--- src/rtl/vga_pixel_fetch_pkg.sv ---
// vga_pixel_fetch_pkg: display geometry and colour defaults shared by the
// VGA pixel source, the VGA controller and the system top.
package vga_pixel_fetch_pkg;

    localparam int RGB_SIZE_D = 8;
    localparam int H_ACTIVE_D = 640;
    localparam int V_ACTIVE_D = 480;
    localparam int IDX_W_D    = 4;
    localparam int ADDR_W_D   = 19;

    // Width of one palette entry {R,G,B}.
    function automatic int pal_w(input int rgb_size);
        return 3 * rgb_size;
    endfunction

endpackage

--- src/rtl/vga_palette.sv ---
// vga_palette: 2**IDX_W entry colour palette, one write port, one
// registered read port. Ports: i_clk, i_rst_n, i_we/i_waddr/i_wdata (write),
// i_raddr (lookup index), o_rdata (entry, valid the cycle after i_raddr).
module vga_palette #(
    parameter int IDX_W = 4,
    parameter int ENT_W = 24
) (
    input  logic             i_clk,
    input  logic             i_rst_n,
    input  logic             i_we,
    input  logic [IDX_W-1:0] i_waddr,
    input  logic [ENT_W-1:0] i_wdata,
    input  logic [IDX_W-1:0] i_raddr,
    output logic [ENT_W-1:0] o_rdata
);

    localparam int DEPTH = 2 ** IDX_W;

    logic [ENT_W-1:0] r_mem [DEPTH];
    logic [ENT_W-1:0] r_rdata;

    // Read samples the array before this edge's write lands, so a
    // same-cycle write to the looked-up entry returns the old colour.
    always_ff @(posedge i_clk or negedge i_rst_n) begin
        if (!i_rst_n) begin
            for (int i = 0; i < DEPTH; i++) begin
                r_mem[i] <= '0;
            end
            r_rdata <= '0;
        end else begin
            if (i_we) begin
                r_mem[i_waddr] <= i_wdata;
            end
            r_rdata <= r_mem[i_raddr];
        end
    end

    assign o_rdata = r_rdata;

endmodule

--- src/rtl/vga_pixel_fetch.sv ---
// vga_pixel_fetch: tracks the active pixel position from iRequest, reads the
// palette-indexed framebuffer (oMem_Addr -> iMem_Data one cycle later) and
// maps each index through the palette onto oRed/oGreen/oBlue two cycles after
// the request. iVGA_V_SYNC falling edge restarts the frame and samples iZoom
// (2x2 replication from a half-size framebuffer). iPal_* write the palette.
module vga_pixel_fetch
    import vga_pixel_fetch_pkg::*;
#(
    parameter int RGB_SIZE = RGB_SIZE_D,
    parameter int H_ACTIVE = H_ACTIVE_D,
    parameter int V_ACTIVE = V_ACTIVE_D,
    parameter int IDX_W    = IDX_W_D,
    parameter int ADDR_W   = ADDR_W_D
) (
    input  logic                  iCLK,
    input  logic                  iRST_N,
    input  logic                  iRequest,
    input  logic                  iVGA_V_SYNC,
    input  logic                  iZoom,
    output logic [ADDR_W-1:0]     oMem_Addr,
    input  logic [IDX_W-1:0]      iMem_Data,
    input  logic                  iPal_We,
    input  logic [IDX_W-1:0]      iPal_Addr,
    input  logic [3*RGB_SIZE-1:0] iPal_Data,
    output logic [RGB_SIZE-1:0]   oRed,
    output logic [RGB_SIZE-1:0]   oGreen,
    output logic [RGB_SIZE-1:0]   oBlue
);

    localparam int ENT_W = pal_w(RGB_SIZE);
    localparam int XW    = $clog2(H_ACTIVE);
    localparam int YW    = $clog2(V_ACTIVE);

    localparam logic [XW-1:0]     X_LAST    = XW'(H_ACTIVE - 1);
    localparam logic [YW-1:0]     Y_LAST    = YW'(V_ACTIVE - 1);
    localparam logic [ADDR_W-1:0] LINE_FULL = ADDR_W'(H_ACTIVE);
    localparam logic [ADDR_W-1:0] LINE_HALF = ADDR_W'(H_ACTIVE / 2);

    logic [XW-1:0]     r_x;
    logic [YW-1:0]     r_y;
    logic [ADDR_W-1:0] r_row_base;
    logic              r_zoom;
    logic              r_vs_q;
    logic              r_v1;
    logic              r_v2;

    logic              w_vs_fall;
    logic [XW-1:0]     w_x;
    logic [YW-1:0]     w_y;
    logic [ADDR_W-1:0] w_rb;
    logic              w_zoom;
    logic [ADDR_W-1:0] w_col;
    logic [XW-1:0]     w_x_nxt;
    logic [YW-1:0]     w_y_nxt;
    logic [ADDR_W-1:0] w_rb_nxt;
    logic [ENT_W-1:0]  w_pal_q;

    assign w_vs_fall = r_vs_q & ~iVGA_V_SYNC;

    // A vsync edge overrides the position in the same cycle, so a
    // coincident request is served from (0,0).
    always_comb begin
        w_x    = r_x;
        w_y    = r_y;
        w_rb   = r_row_base;
        w_zoom = r_zoom;
        if (w_vs_fall) begin
            w_x    = '0;
            w_y    = '0;
            w_rb   = '0;
            w_zoom = iZoom;
        end
    end

    assign w_col     = w_zoom ? ADDR_W'(w_x >> 1) : ADDR_W'(w_x);
    assign oMem_Addr = w_rb + w_col;

    // In zoom mode each source row is shown twice, so the row base
    // only advances after odd display lines.
    always_comb begin
        w_x_nxt  = w_x;
        w_y_nxt  = w_y;
        w_rb_nxt = w_rb;
        if (iRequest) begin
            if (w_x == X_LAST) begin
                w_x_nxt = '0;
                if (w_y == Y_LAST) begin
                    w_y_nxt  = '0;
                    w_rb_nxt = '0;
                end else begin
                    w_y_nxt = w_y + YW'(1);
                    if (!w_zoom) begin
                        w_rb_nxt = w_rb + LINE_FULL;
                    end else if (w_y[0]) begin
                        w_rb_nxt = w_rb + LINE_HALF;
                    end
                end
            end else begin
                w_x_nxt = w_x + XW'(1);
            end
        end
    end

    always_ff @(posedge iCLK or negedge iRST_N) begin
        if (!iRST_N) begin
            r_x        <= '0;
            r_y        <= '0;
            r_row_base <= '0;
            r_zoom     <= 1'b0;
            r_vs_q     <= 1'b1;
            r_v1       <= 1'b0;
            r_v2       <= 1'b0;
        end else begin
            r_x        <= w_x_nxt;
            r_y        <= w_y_nxt;
            r_row_base <= w_rb_nxt;
            r_zoom     <= w_zoom;
            r_vs_q     <= iVGA_V_SYNC;
            r_v1       <= iRequest;
            r_v2       <= r_v1;
        end
    end

    vga_palette #(
        .IDX_W (IDX_W),
        .ENT_W (ENT_W)
    ) u_palette (
        .i_clk   (iCLK),
        .i_rst_n (iRST_N),
        .i_we    (iPal_We),
        .i_waddr (iPal_Addr),
        .i_wdata (iPal_Data),
        .i_raddr (iMem_Data),
        .o_rdata (w_pal_q)
    );

    assign {oRed, oGreen, oBlue} = r_v2 ? w_pal_q : '0;

endmodule

--- config.mk ---
export PLATFORM = sky130hd
export DESIGN_NAME = vga_pixel_fetch
export DESIGN_NICKNAME = d
export VERILOG_FILES = /design/src/rtl/vga_pixel_fetch_pkg.sv /design/src/rtl/vga_palette.sv /design/src/rtl/vga_pixel_fetch.sv
export SDC_FILE = /design/constraint.sdc
export NUM_CORES = 1
export LEC_CHECK = 0
export BUFFER_PORTS_ARGS = -buffer_cell sky130_fd_sc_hd__buf_4
export CORE_MARGIN = 3
export CORE_UTILIZATION = 60
export CTS_BUF_LIST = sky130_fd_sc_hd__clkbuf_4
export DETAILED_ROUTE_END_ITERATION = 10
export PLACE_DENSITY = 0.79
export SLEW_MARGIN = 20
export SYNTH_ARGS = -nofsm -noshare
export SYNTH_HDL_FRONTEND = slang
export SYNTH_SLANG_ARGS = --single-unit
--- constraint.sdc ---
create_clock -name iCLK -period 8.67 [get_ports iCLK]
set_input_delay 0.4335 -clock iCLK [delete_from_list [all_inputs] [get_ports iCLK]]
set_output_delay 0.4335 -clock iCLK [all_outputs]
set_load 0.005 [all_outputs]
## Yosys cells after proc, flatten, opt, wreduce, memory -nomap -nowiden

Cells that the tools add are included.

| cells by class | value |
|---|---|
| multiplexer cells | 22 |
| shift-type cells | 0 |
| $mul | 0 |
| $lt $le $gt $ge | 3 |
| reduce and logical (&&, ||, !) cells | 1 |
| add/sub/neg operators | 5 |
| bitwise gates (word level) | 4 |
| div/mod/pow operators | 0 |
| equality and inequality tests | 2 |

Operators with widths:

| operator | count |
|---|---|
| bitwise mux 384 bit | 1 |
| two-way mux 19 bit | 6 |
| binary-select mux 24 bit (select 4 bit) | 1 |
| demux 24 bit (select 4 bit) | 1 |
| two-way mux 24 bit | 4 |
| two-way mux 10 bit | 4 |
| two-way mux 9 bit | 4 |
| adder 19 x 10 -> 19 bit | 1 |
| adder 19 x 10 -> 19 bit (second input constant) | 1 |
| adder 19 x 9 -> 19 bit (second input constant) | 1 |
| adder 10 x 1 -> 10 bit (second input constant) | 1 |
| equality test 10 bit (second input constant) | 1 |
| >= comparator 5 bit (second input constant) | 2 |
| NOT 4 -> 5 bit | 2 |
| adder 9 x 1 -> 9 bit (second input constant) | 1 |
| equality test 9 bit (second input constant) | 1 |
| < comparator 5 x 1 -> 1 bit (second input constant) | 1 |
| bitwise AND 1 bit | 1 |
| logical AND 1 bit | 1 |
| two-way mux 1 bit | 1 |
| NOT 1 bit | 1 |

| word-level totals | value |
|---|---|
| input bits | 38 |
| output and inout port bits | 43 |
| memory bits (writable) | 0 |
| latch bits | 0 |
| memory bits (read-only) | 0 |
| memories kept | 0 |
| logic and storage cells | 61 |
| bits in registers | 450 |

## Depth between registers and ports, before layout

| depth | value |
|---|---|
| depth after elaboration | 9 |
| gate-level depth with buffers | 15 |
| gate-level depth less buffers | 13 |

## Modules after synthesis

From an unflattened synthesis, not the netlist that was laid out.

| unflattened totals | value |
|---|---|
| cell total of the unflattened synthesis | 1471 |
| area, all modules | 21221.6 sq um |

By module, submodules not included:

| module | sequential area each (sq um) | cells each | area each (sq um) | instances |
|---|---|---|---|---|
| vga_palette | 10209.8 | 1082 | 18008.5 | 1 |
| vga_pixel_fetch | 1052.3 | 389 | 3213.1 | 1 |

## Worst setup path before layout

No wires, ideal clock.

| path | value |
|---|---|
| path kind | input to output |
| start | in iVGA_V_SYNC |
| end | out oMem_Addr[12] |
| buffers on the path | 3 |
| data required time | 8.236 ns |
| path slack | 5.156 ns |
| cell stages on the path | 14 |
| data arrival time | 3.081 ns |
| cells stage by stage | nand2b_1 > buf_2 > clkbuf_1 > clkbuf_1 > nand2_1 > o21ai_0 > ha_1 > inv_1 > fa_1 > nand2b_1 > a211oi_1 > o21ai_0 > nor3_1 > xnor2_1 |

| between the ends | value |
|---|---|
| longest elaborated chain between the ends | 5 |
| elaborated cells between the ends (all ways) | 7 |
| classes of those cells | add/sub: 1; mux: 4; bitwise: 2 |

RTL lines:

| what | RTL line | RTL |
|---|---|---|
| from (decl) | vga_pixel_fetch.sv:18 | `input logic iVGA_V_SYNC,` |
| NOT 1 bit (*) | vga_pixel_fetch.sv:58 | `assign w_vs_fall = r_vs_q & ~iVGA_V_SYNC;` |
| bitwise AND 1 bit (*) | vga_pixel_fetch.sv:58 |  |
| two-way mux 10 bit or two-way mux 1 bit (tied branches) | vga_pixel_fetch.sv:67 | `if (w_vs_fall) begin` |
| two-way mux 10 bit | vga_pixel_fetch.sv:75 | `assign w_col = w_zoom ? ADDR_W'(w_x >> 1) : ADDR_W'(w_x);` |
| adder 19 x 10 -> 19 bit (*) | vga_pixel_fetch.sv:76 | `assign oMem_Addr = w_rb + w_col;` |
| to (decl) | vga_pixel_fetch.sv:20 | `output logic [ADDR_W-1:0] oMem_Addr,` |

Mark *: on every way between the ends. The rest lies on a longest branch, timed or not.

## Worst setup path after layout

| path | value |
|---|---|
| start | reg r_vs_q |
| end | out oMem_Addr[12] |

| between the ends | value |
|---|---|
| longest elaborated chain between the ends | 4 |
| elaborated cells between the ends (all ways) | 6 |
| classes of those cells | add/sub: 1; mux: 4; bitwise: 1 |

RTL lines:

| what | RTL line | RTL |
|---|---|---|
| from (decl) | vga_pixel_fetch.sv:43 | `logic r_vs_q;` |
| from (signal assigned) | vga_pixel_fetch.sv:118 | `r_vs_q <= iVGA_V_SYNC;` |
| bitwise AND 1 bit (*) | vga_pixel_fetch.sv:58 |  |
| two-way mux 10 bit or two-way mux 1 bit (tied branches) | vga_pixel_fetch.sv:67 |  |
| two-way mux 10 bit | vga_pixel_fetch.sv:75 |  |
| adder 19 x 10 -> 19 bit (*) | vga_pixel_fetch.sv:76 |  |

Marks and branches as above.

==> reports/metrics.cfg <==
[clock_tree]
cts-root-buf = clkbuf_4
clk_latency_ns = 0.81
cts_tree = built
cts_made_buffers = 112
clock_path_buffers = 3
cts.clk_slew.worst_paths_ns = 0.06
cts_sinks = 450
cts_max_level = 3

[sta]
worst_slack_ns = 4.117
min_period_over_period_pct = 52.51
tightest_slew_ns = 1.191
hold_viol = 0
rsz0062_at_grt = false
setup-tns-final_ns = 0
fmax_mhz = 219.6
skew_ns = 0.02757
setup_viol = 0
relSlewSlack_pct = 20.42
final_max_slew_viol_count = 0
min_period_ns = 4.553

[setup_path]
path_max_fanout = 45
crit_path_end_kind = output pin
start_kind = flip-flop
path_buf_inv = 4
worstSetupPathType = reg2out
critPathMaxStageDelay_ns = 0.40
crit_slowest_cell = buf_4
crit_chain = nand2b_1 -> buf_4 -> nand2_1 -> inv_1 -> nand2_1 -> o21ai_0 -> ha_1 -> inv_1 -> fa_1 -> nand2b_1 -> a211oi_1 -> o21ai_0 -> nor3_1 -> xnor2_1 -> buf_4
critPathRequiredTime_ns = 8.24
path_delay_family = compound AO/OA/AOI/OAI gates
cp.arrival_ns = 4.12

[placement]
place_ws_ns = 4.702
place_congestion = 0.8407
dpl.hpwl_um = 25440
numPortBuffers = 80

[power]
powerDensity_nw_per_um2 = 230.1
ir_drop_mv = 0.1227
leakage_nw = 10.26

[route]
wirelength_um = 44950
wl_met2_um = 22460
routedWlPerCell_um = 21.80
met3_length_um = 1967
viasPerCell = 6.061
drt-met1-wl_um = 19570
vias = 12500
firstDrtPassIters = 5
top_layer = met4
drcViolationCount = 0
ant_nets = 0
drtIter0Drc = 793

[logic_synthesis]
ys.flop_type = dfrtp_1
yosys_warnings = 0
syn-cell-area_um2 = 20880
yosysTopAreaCell = dfrtp_1
synth_edf_count = 0
syn-num-nets = 1469
synth_top_area_share_pct = 53.81
synthArstFlopShare_pct = 100.0
synthCells = 1415
yosysUniqueCellTypes = 55
synthTopCellsByArea = dfrtp_1, mux2_2, mux4_2, clkbuf_1, and2_1
postSynthAreaPerCell_um2 = 14.76
yosysSeqAreaShare_pct = 53.94
ys_ff_latch = 450

[floorplan]
core-area_um2 = 33950
die_h_um = 192.5
initial_core_util_pct = 61.50
rows = 67
io_pins = 81
die_w_um = 192.5
dieArea_um2 = 37070

[layout]
nFillCells = 2353
utilization_pct = 69.06
syn_to_final_growth_pct = 12.29
final_common_cell = dfrtp_1
drive_above_1_share_pct = 49.16
final_nets = 1595
layout_common_cells = dfrtp_1, mux2_2, clkbuf_4, mux4_2, buf_4

[global_routing]
first_global_vias = 13210
grt_usage_pct = 25.27
grt_max_degree = 97
overflow = 0
antenna_found_initial = 2
grt_first_pass_wirelength_um = 71890

[flow_run]
maxCapViolCount = 0

[worst_hold_path]
hold_path_class = in2reg

[status]
outcome = finished, final reports clean

-- sequential cells by signal, summed over array words and instances, names as in the netlist --
signal / flops
u_palette.o_rdata: 24
r_row_base: 19
r_x: 10
r_zoom: 1
r_y: 9
r_v1: 1
r_vs_q: 1
u_palette.r_mem: 384
r_v2: 1
-- kinds of logic after synthesis --
group	Yosys count	share of synthesized area (%)
and+or+nand+nor	202	5.028
DFF	450	53.94
muxes	517	34.29
AOI/OAI and AO/OA	81	2.403
adders and majority gates	16	0.9947
xor gates and xnor gates	25	1.049
buffers and inverters	124	2.295
-- area by class of cell --
class	instances	area [um2]	share of cell area (%)
Clock buffer	166	1246	5.315
Multi-Input combinational cell	841	9220	39.32
Clock inverter	18	103.9	0.4429
Tap cell	448	560.5	2.391
Timing Repair Buffer	119	982.2	4.189
Sequential cell	450	11260	48.03
Antenna cell	3	7.507	0.03202
Inverter	17	63.81	0.2722
-- layer usage --
metal / global-route usage, % / vias to the layer above
met5: 0 / -
met4: 8.742 / 0
met3: 4.523 / 85
met2: 41.42 / 321
met1: 34.57 / 6560
li1: - / 5532
-- repair_timing --
item / CTS / global route
hold buffers: 28 / 0
hold endpoints to repair: 481 / 0
setup buffers: 0 / 0
gates resized for setup: 0 / 0
-- path summary, 6_finish.rpt --
kind | from | end | slack [ns] | depth (start not counted)
worst max-delay path | r_vs_q | oMem_Addr[12] | 4.12 | 15
worst min-delay path | iMem_Data[3] | u_palette.o_rdata[9] | 0.24 | 2
worst max register to register | r_vs_q | r_row_base[18] | 5.57 | 9
worst min register to register | r_v1 | r_v2 | 0.35 | 0
max in group asynchronous | iRST_N | u_palette.r_mem[42] | 6.12 | 4
min in group asynchronous | iRST_N | u_palette.o_rdata[6] | 0.27 | 2
-- cell usage after synthesis, types with 6 or more instances --
cell	n
nor2_1	49
mux2i_1	10
mux2_2	387
nand3_1	17
nand2b_1	10
a21oi_1	20
mux4_2	120
buf_2	10
ha_1	15
xnor2_1	16
and3_1	6
and2_1	35
nand2_1	45
nor2b_1	7
nor3_1	7
inv_1	17
o21ai_0	23
dfrtp_1	449
clkbuf_1	91
xor2_1	9
-- report_power, final --
group	switching (mW)	internal [mW]	total, mW	leakage [nW]
combinational	0.311	0.613	0.924	3.87
sequential	0.225	2.56	2.78	5.58
clock	0.797	0.892	1.69	0.811
total	1.33	4.06	5.39	10.3
-- per-stage QoR --
step	cells	area [um2]	hold slack, ns	power [mW]
2_1_floorplan	1415	20880	0.1379	3.443
3_3_place_gp	1847	21800	0.3371	3.672
3_5_place_dp	1847	21800	0.3355	3.741
4_1_cts	2059	23440	0.1748	5.457
5_1_grt	2061	23440	0.1838	5.693
6_report	2062	23450	0.2432	5.394
Note: power is estimated with default switching activity, not from simulation.
